## config.mk

```make
export PLATFORM = sky130hd
export DESIGN_NAME = fifo_multicanal
export DESIGN_NICKNAME = d
export VERILOG_FILES = /design/src/rtl/fifo_multicanal.sv
export SDC_FILE = /design/constraint.sdc
export NUM_CORES = 1
export LEC_CHECK = 0
export ABC_AREA = 1
export CAP_MARGIN = 40
export CORE_UTILIZATION = 60
export CTS_BUF_LIST = sky130_fd_sc_hd__clkbuf_2 sky130_fd_sc_hd__clkbuf_4 sky130_fd_sc_hd__clkbuf_8
export CTS_CLUSTER_DIAMETER = 30
export DETAILED_ROUTE_END_ITERATION = 16
export GPL_ROUTABILITY_DRIVEN = 0
export PLACE_DENSITY_LB_ADDON = 0.15
export SETUP_SLACK_MARGIN = 0.05
export SYNTH_ARGS = -nofsm -noshare
export SYNTH_HDL_FRONTEND = slang
export SYNTH_SLANG_ARGS = --single-unit
export TNS_END_PERCENT = 30
```

## constraint.sdc

```tcl
create_clock -name clk -period 3.1 [get_ports clk]
set_clock_uncertainty 0.05 [all_clocks]
set_input_delay 0.62 -clock clk [delete_from_list [all_inputs] [get_ports clk]]
set_output_delay 0.62 -clock clk [all_outputs]
set_load 0.02 [all_outputs]
```

## src/rtl/fifo_multicanal.sv

```systemverilog
// Bank of independent first-word-fall-through FIFO channels with occupancy count and sticky error flags.
// Optional almost-full/almost-empty outputs are enabled with FIFO_MULTICANAL_ALMOST_EN.
module fifo_multicanal #(
    parameter int width   = 16,
    parameter int depth   = 8,
    parameter int devices = 4,
`ifdef FIFO_MULTICANAL_ALMOST_EN
    parameter int almost_lvl = 2,
`endif
    localparam int CW = $clog2(depth + 1)
) (
    input  logic                       clk,
    input  logic                       rst,
    input  logic [devices*width-1:0]   dato_i,
    input  logic [devices-1:0]         push_i,
    input  logic [devices-1:0]         pop_i,
    input  logic [devices-1:0]         clr_err_i,
    output logic [devices*width-1:0]   dato_o,
    output logic [devices-1:0]         pndng_o,
    output logic [devices-1:0]         full_o,
    output logic [devices-1:0]         empty_o,
    output logic [devices*CW-1:0]      count_o,
    output logic [devices-1:0]         overflow_o,
`ifdef FIFO_MULTICANAL_ALMOST_EN
    output logic [devices-1:0]         almost_full_o,
    output logic [devices-1:0]         almost_empty_o,
`endif
    output logic [devices-1:0]         underflow_o
);

    localparam int PW = $clog2(depth);

    for (genvar k = 0; k < devices; k++) begin : g_ch
        logic [width-1:0] r_mem [depth];
        logic [PW-1:0]    r_rp;
        logic [PW-1:0]    r_wp;
        logic [CW-1:0]    r_cnt;
        logic             r_ovf;
        logic             r_unf;
        logic             w_empty;
        logic             w_full;
        logic             w_pop_ok;
        logic             w_push_ok;
        logic [PW-1:0]    w_rp_nxt;
        logic [PW-1:0]    w_wp_nxt;

        assign w_empty   = (r_cnt == '0);
        assign w_full    = (r_cnt == CW'(depth));
        assign w_pop_ok  = pop_i[k] && !w_empty;
        // A full channel still takes a push when the head leaves in the same cycle.
        assign w_push_ok = push_i[k] && (!w_full || w_pop_ok);
        assign w_rp_nxt  = (r_rp == PW'(depth - 1)) ? '0 : r_rp + PW'(1);
        assign w_wp_nxt  = (r_wp == PW'(depth - 1)) ? '0 : r_wp + PW'(1);

        always_ff @(posedge clk) begin
            if (rst && w_push_ok) begin
                r_mem[r_wp] <= dato_i[k*width +: width];
            end
        end

        always_ff @(posedge clk) begin
            if (!rst) begin
                r_rp  <= '0;
                r_wp  <= '0;
                r_cnt <= '0;
                r_ovf <= 1'b0;
                r_unf <= 1'b0;
            end else begin
                if (w_push_ok) r_wp <= w_wp_nxt;
                if (w_pop_ok)  r_rp <= w_rp_nxt;
                if (w_push_ok && !w_pop_ok)      r_cnt <= r_cnt + CW'(1);
                else if (w_pop_ok && !w_push_ok) r_cnt <= r_cnt - CW'(1);
                // New errors take priority over a clear in the same cycle.
                if (push_i[k] && !w_push_ok) r_ovf <= 1'b1;
                else if (clr_err_i[k])       r_ovf <= 1'b0;
                if (pop_i[k] && !w_pop_ok)   r_unf <= 1'b1;
                else if (clr_err_i[k])       r_unf <= 1'b0;
            end
        end

        assign dato_o[k*width +: width] = w_empty ? '0 : r_mem[r_rp];
        assign count_o[k*CW +: CW]      = r_cnt;
        assign pndng_o[k]               = !w_empty;
        assign empty_o[k]               = w_empty;
        assign full_o[k]                = w_full;
        assign overflow_o[k]            = r_ovf;
        assign underflow_o[k]           = r_unf;
`ifdef FIFO_MULTICANAL_ALMOST_EN
        assign almost_full_o[k]         = (r_cnt >= CW'(depth - almost_lvl));
        assign almost_empty_o[k]        = (r_cnt <= CW'(almost_lvl));
`endif
    end

endmodule

```

==> impl_metrics.tcl, run 1 <==
set metrics [dict create \
    crit_fanout 15 \
    coreArea_um2 38700 \
    placed_cells 2764 \
    end_kind "output port" \
    met2_usage 0.436 \
    maxSlewHeadroom 0.581 \
    nNetsFinal 2468 \
    netlist.area_leader.share 0.652 \
    grtUsageMet3 0.0529 \
    ant_nets 0 \
    overflow 0 \
    die-area_um2 40100 \
    initial_core_util 0.608 \
    use_met1 0.335 \
    route.detailed.drc 0 \
    grt_start_max_net_pins 49 \
    io_buffers 177 \
    mappedNetlistNets 2198 \
    wirelength_um 52000 \
    synth_cells 2088 \
    wl_per_cell_um 17.5 \
    synth-seq-cells 572 \
    layout_setup_ws_ns 0.149 \
    layout_min_cycle_time_ns 2.95 \
    drtPass1Iterations 6 \
    cap_violations 0 \
    postPlaceCellArea_um2 26000 \
    multiInputGateArea_um2 6010 \
    cts_made_buffers 106 \
    die_w_um 200 \
    grt_setup_unrepaired "yes" \
    grt_first_pass_wirelength_um 82900 \
    vdd_drop_max_mv 0.632 \
    antenna_found_initial 2 \
    busiest_layer "met2" \
    rows 72 \
    clock-root-buffer "clkbuf_8" \
    ys_types 27 \
    required_ns 2.43 \
    slew_violations 0 \
    dp_worst_setup_slack_ns 0.143 \
    tightest_slew_ns 0.628 \
    synth_largest_area_cell "edfxtp_1" \
    grt_pass1_vias 16300 \
    seqCellArea_um2 16600 \
    worst_hold_slack_ns 0.415 \
    synth_flop_cell "edfxtp_1" \
    clkLatencyLatePin_ns 0.66 \
    stdcell_area_um2 28300 \
    max_clock_freq_ghz 0.339 \
    cts_tree "yes" \
    drive_gt1_frac 0.124 \
    synthTopCellsByArea "edfxtp_1, nor2_1, dfxtp_1" \
    max-clock-path-buffers 3 \
    path_clk_slew_ns 0.06 \
    syn_to_final_growth_pct 20.2 \
    status "finished, final reports clean" \
    yosysMostFrequentCell "nor2_1" \
    hold_path.class "flip-flop to flip-flop" \
    io_pins 178 \
    syn_area_um2 23600 \
    yosysWarnings 0 \
    post-route-period-util 0.952 \
    h-tree-depth 3 \
    async_flop_share 0 \
    yosys-top-cells-count "nor2_1, edfxtp_1, o21ai_1" \
    synth_seq_area_share 0.703 \
    crit_type "flip-flop to output port" \
    vias_per_cell 5.45 \
    power_density_nw_per_um2 871 \
    stdcell_count 2965 \
    startpoint_type "flip-flop" \
    place.detailed.hpwl_um 31700 \
    drt-initial-drc-count 1066 \
    synth_edf_count 512 \
    clock_sinks 572 \
    setup_viol 0 \
    grtUsageTotal 0.262 \
    fin_setup_tns_ns 0 \
    avgSynthCellArea_um2 11.3 \
    finalHoldViolCount 0 \
    n_fill_cell 2675 \
    die_y_um 200 \
    vias 16200 \
    leakagePower_nw 10.6 \
    arrival_ns 2.28 \
]
==> worst paths after layout <==
kind,startpoint,endpoint,slack [ns],cells after the start
max,flip-flop,dato_o[31],0.15,6
min,g_ch[1].r_unf,g_ch[1].r_unf,0.41,2
max reg2reg,g_ch[1].r_cnt[0],g_ch[1].r_cnt[3],0.61,13
min reg2reg,g_ch[1].r_unf,g_ch[1].r_unf,0.41,2
==> sequential cells by signal, summed over array words and instances (netlist names), named ones only <==
signal,count
g_ch.r_wp,12
g_ch.r_mem,512
g_ch.r_rp,12
g_ch.r_unf,4
g_ch.r_cnt,16
g_ch.r_ovf,4
==> layout by cell type (no fill, tap or decap), drive strengths merged, types with 4 or more instances in the layout <==
cell type and instances:
a21oi 25, buf 100, bufinv 8, clkbuf 138
clkdlybuf4s50 113, clkinv 43, clkinvlp 6, dfxtp 60
dlygate4sd2 63, edfxtp 512, fa 4, ha 28
inv 65, nand2 153, nand3 83, nand4 4
nor2 677, o21ai 348, or2 4, xor2 6
==> kinds of logic after synthesis <==
group	share of synthesized area
buf+inv	0.0431
compound gates	0.0792
xor+xnor	0.00223
flops	0.703
simple gates	0.154
fa+ha+maj	0.0183
==> routing by layer <==
metal	share of wire	wire length (µm)	up-vias
met4	0.029	1520	2
li1	-	-	7755
met2	0.49	25700	575
met3	0.070	3660	118
met5	0.00025	13	-
met1	0.41	21200	7720
==> what timing repair did <==
| action | in CTS | in global routing |
|---|---|---|
| pin swaps | 0 | 0 |
| gates cloned | 0 | 1 |
| gates resized for setup | 97 | 1 |
| buffers inserted | 1 | 2 |
| endpoints found under the setup margin | 70 | 12 |
| hold buffers | 0 | 0 |
==> power by group <==
| part | total, mW | internal (mW) | switching (mW) |
|---|---|---|---|
| combinational | 8.11 | 2.94 | 5.17 |
| sequential | 9.15 | 8.81 | 0.341 |
| clock | 7.40 | 4.35 | 3.05 |
| total | 24.7 | 16.1 | 8.56 |
==> through the flow <==
stage / util / power, mW
2_1_floorplan: - / 14.5
3_3_place_gp: 0.671 / 17.5
3_5_place_dp: 0.671 / 17.7
4_1_cts: 0.730 / 24.8
5_1_grt: 0.731 / 26.0
6_report: 0.731 / 24.7
==> critical path, stage by stage, from the launching register on <==
cell and delay (ns):
dfxtp_1 0.44, buf_4 0.27, o21ai_0 0.11, o21ai_1 0.13, nor2_1 0.06, nor2_1 0.24
dlygate4sd2_1 0.37
==> layout make-up <==
class | instances | area share
tap | 518 | 0.0229
timing repair buffer | 278 | 0.0914
clock inverter | 59 | 0.0174
sequential | 572 | 0.586
inverter | 63 | 0.00861
antenna | 1 | 0.0000883
clock buffer | 137 | 0.0615
multi-input combinational | 1337 | 0.212
Note: power is estimated with default switching activity, not from simulation.
==> inputs of run 2 (changes only) <==
PLACE_DENSITY = 0.85   (was default)
PLACE_DENSITY_LB_ADDON = default   (was 0.15)
TNS_END_PERCENT = 10   (was 30)
==> impl_metrics.tcl, run 2 (synthesis results as in run 1) <==
set metrics [dict create \
    crit_path_frequent_cell "nor2_1" \
    nNetsFinal 2439 \
    power.share.combinational 0.327 \
    rows 72 \
    drive_gt1_frac 0.127 \
    worst_path_largest_cell_delay_ns 0.42 \
    slew_violations 0 \
    io_pins 178 \
    stdcell_area_um2 28100 \
    wirelength_um 53700 \
    min_from "g_ch[0].r_unf" \
    clockPowerShare 0.301 \
    fin_setup_tns_ns 0 \
    crit_type "flip-flop to output port" \
    final_cell_mix "nor2_1, edfxtp_1, o21ai_1, nand2_1, o21ai_0" \
    crit_buf_inv 2 \
    maxSlewHeadroom 0.727 \
    clkLatencyLatePin_ns 0.67 \
    p_switching_mw 8.71 \
    initial_core_util 0.608 \
    clock-root-buffer "clkbuf_8" \
    antenna_cells 0 \
    final_util 0.725 \
    clock_sinks 572 \
    wl_per_cell_um 18.3 \
    die-area_um2 40100 \
    tightest_slew_ns 0.410 \
    syn_to_final_growth_pct 19.1 \
    post-route-period-util 0.963 \
    power.total_mw 24.7 \
    p_sw_frac 0.353 \
    cts_made_buffers 103 \
    path_clk_slew_ns 0.06 \
    place.detailed.hpwl_um 30700 \
    vias_per_cell 5.66 \
    vdd_drop_max_mv 0.736 \
    coreArea_um2 38700 \
    setup_viol 0 \
    crit_slowest_cell "dfxtp_4" \
    arrival_ns 2.32 \
    max_clock_freq_ghz 0.335 \
    ant_nets 0 \
    grtUsageTotal 0.270 \
    largest_reg_flops 512 \
    route.detailed.drc 0 \
    die_y_um 200 \
    startpoint_type "flip-flop" \
    hold_buffers 0 \
    grt_first_pass_wirelength_um 85200 \
    required_ns 2.43 \
    postPlaceCellArea_um2 25800 \
    cp_top_family "buffers and inverters" \
    io_buffers 177 \
    max-clock-path-buffers 3 \
    layout_min_cycle_time_ns 2.99 \
    h-tree-depth 3 \
    r2r_start "g_ch[1].r_cnt[3]" \
    end_kind "output port" \
    grt_pass1_vias 16900 \
    mostFrequentLayoutCell "nor2_1" \
    status "finished, final reports clean" \
    grt_setup_unrepaired "yes" \
    leakagePower_nw 10.4 \
    grt_start_max_net_pins 41 \
    die_w_um 200 \
    antenna_found_initial 1 \
    overflow 0 \
    path_cells "buf_12 -> nor2_1 -> nor2_1 -> o21ai_1 -> nand3_1 -> nand2_1 -> nor2_1 -> dlygate4sd2_1" \
    power_density_nw_per_um2 880 \
    top_register "g_ch.r_mem" \
    drtPass1Iterations 6 \
    finalHoldViolCount 0 \
    p_int_mw 16.0 \
    crit_fanout 37 \
    cap_violations 0 \
    vias 16600 \
    drt-initial-drc-count 1598 \
    cts_tree "yes" \
    seq_power_share 0.372 \
    largestRegisters "g_ch.r_mem x512, g_ch.r_cnt x16" \
    hold_path.class "flip-flop to flip-flop" \
]
==> run 2: cell count changes in the layout (fill, tap and decap cells not counted), moves of 2 or more <==
cell	before	now
buf_8	3	1
clkinvlp_4	6	9
dlymetal6s2s_1	1	3
buf_12	5	8
clkdlybuf4s15_1	0	9
buf_4	83	57
clkbuf_8	114	109
clkbuf_4	23	29
inv_6	2	5
clkbuf_2	0	22
clkinv_1	22	11
inv_2	5	3
dlygate4sd2_1	63	30
==> run 2: final timing paths <==
| kind | endpoint | slack (ns) | cells past startpoint |
|---|---|---|---|
| worst max register to register | g_ch[1].r_cnt[3] | 0.52 | 13 |
| worst min register to register | g_ch[0].r_unf | 0.42 | 2 |
| worst min-delay path | g_ch[0].r_unf | 0.42 | 2 |
| worst max-delay path | dato_o[37] | 0.11 | 8 |
==> run 2: per-stage QoR <==
step           instances  worst slack (ns)  hold slack (ns)
2_1_floorplan       2088             0.789            0.394
3_3_place_gp        2738             0.236            0.402
5_1_grt             2933          -0.00415            0.436
6_report            2933             0.115            0.417
3_5_place_dp        2738             0.116            0.408
4_1_cts             2933           -0.0631            0.418
==> run 2: power groups by stage <==
stage                     clock network (mW)  logic (mW)  registers, mW
after floorplan                            0        5.23           9.29
after global placement                     0        7.99           9.28
after detailed placement                   0        8.28           9.32
after CTS                               7.49        8.07           9.17
after global routing                    7.89        8.82           9.23
final                                   7.44        8.07           9.18
==> run 2: per-layer routing <==
layer,global-route usage,wire length [µm]
met4,0.125,1560
met2,0.464,27300
met1,0.331,20200
met3,0.0524,4660
met5,0,17
==> run 2: cell type report <==
type                            count  area, µm²
Sequential cell                   572      16600
Clock inverter                     53        499
Tap cell                          518        648
Fill cell                        2389      10700
Multi-Input combinational cell   1337       6010
Clock buffer                      138       1720
Timing Repair Buffer              252       2360
Inverter                           63        251
==> run 2: timing repair <==
item	4_1_cts	5_1_grt
buffers inserted	3	0
gates resized for setup	91	62
setup endpoints to repair	71	42
cloned	1	0
pin swaps	1	1
==> run 2: worst min-delay path: cells and delay by family, from the launching register on <==
kind               cells  cell delay (ns)
DFF                    1             0.31
and+or+nand+nor        1             0.06
AOI/OAI and AO/OA      1             0.05
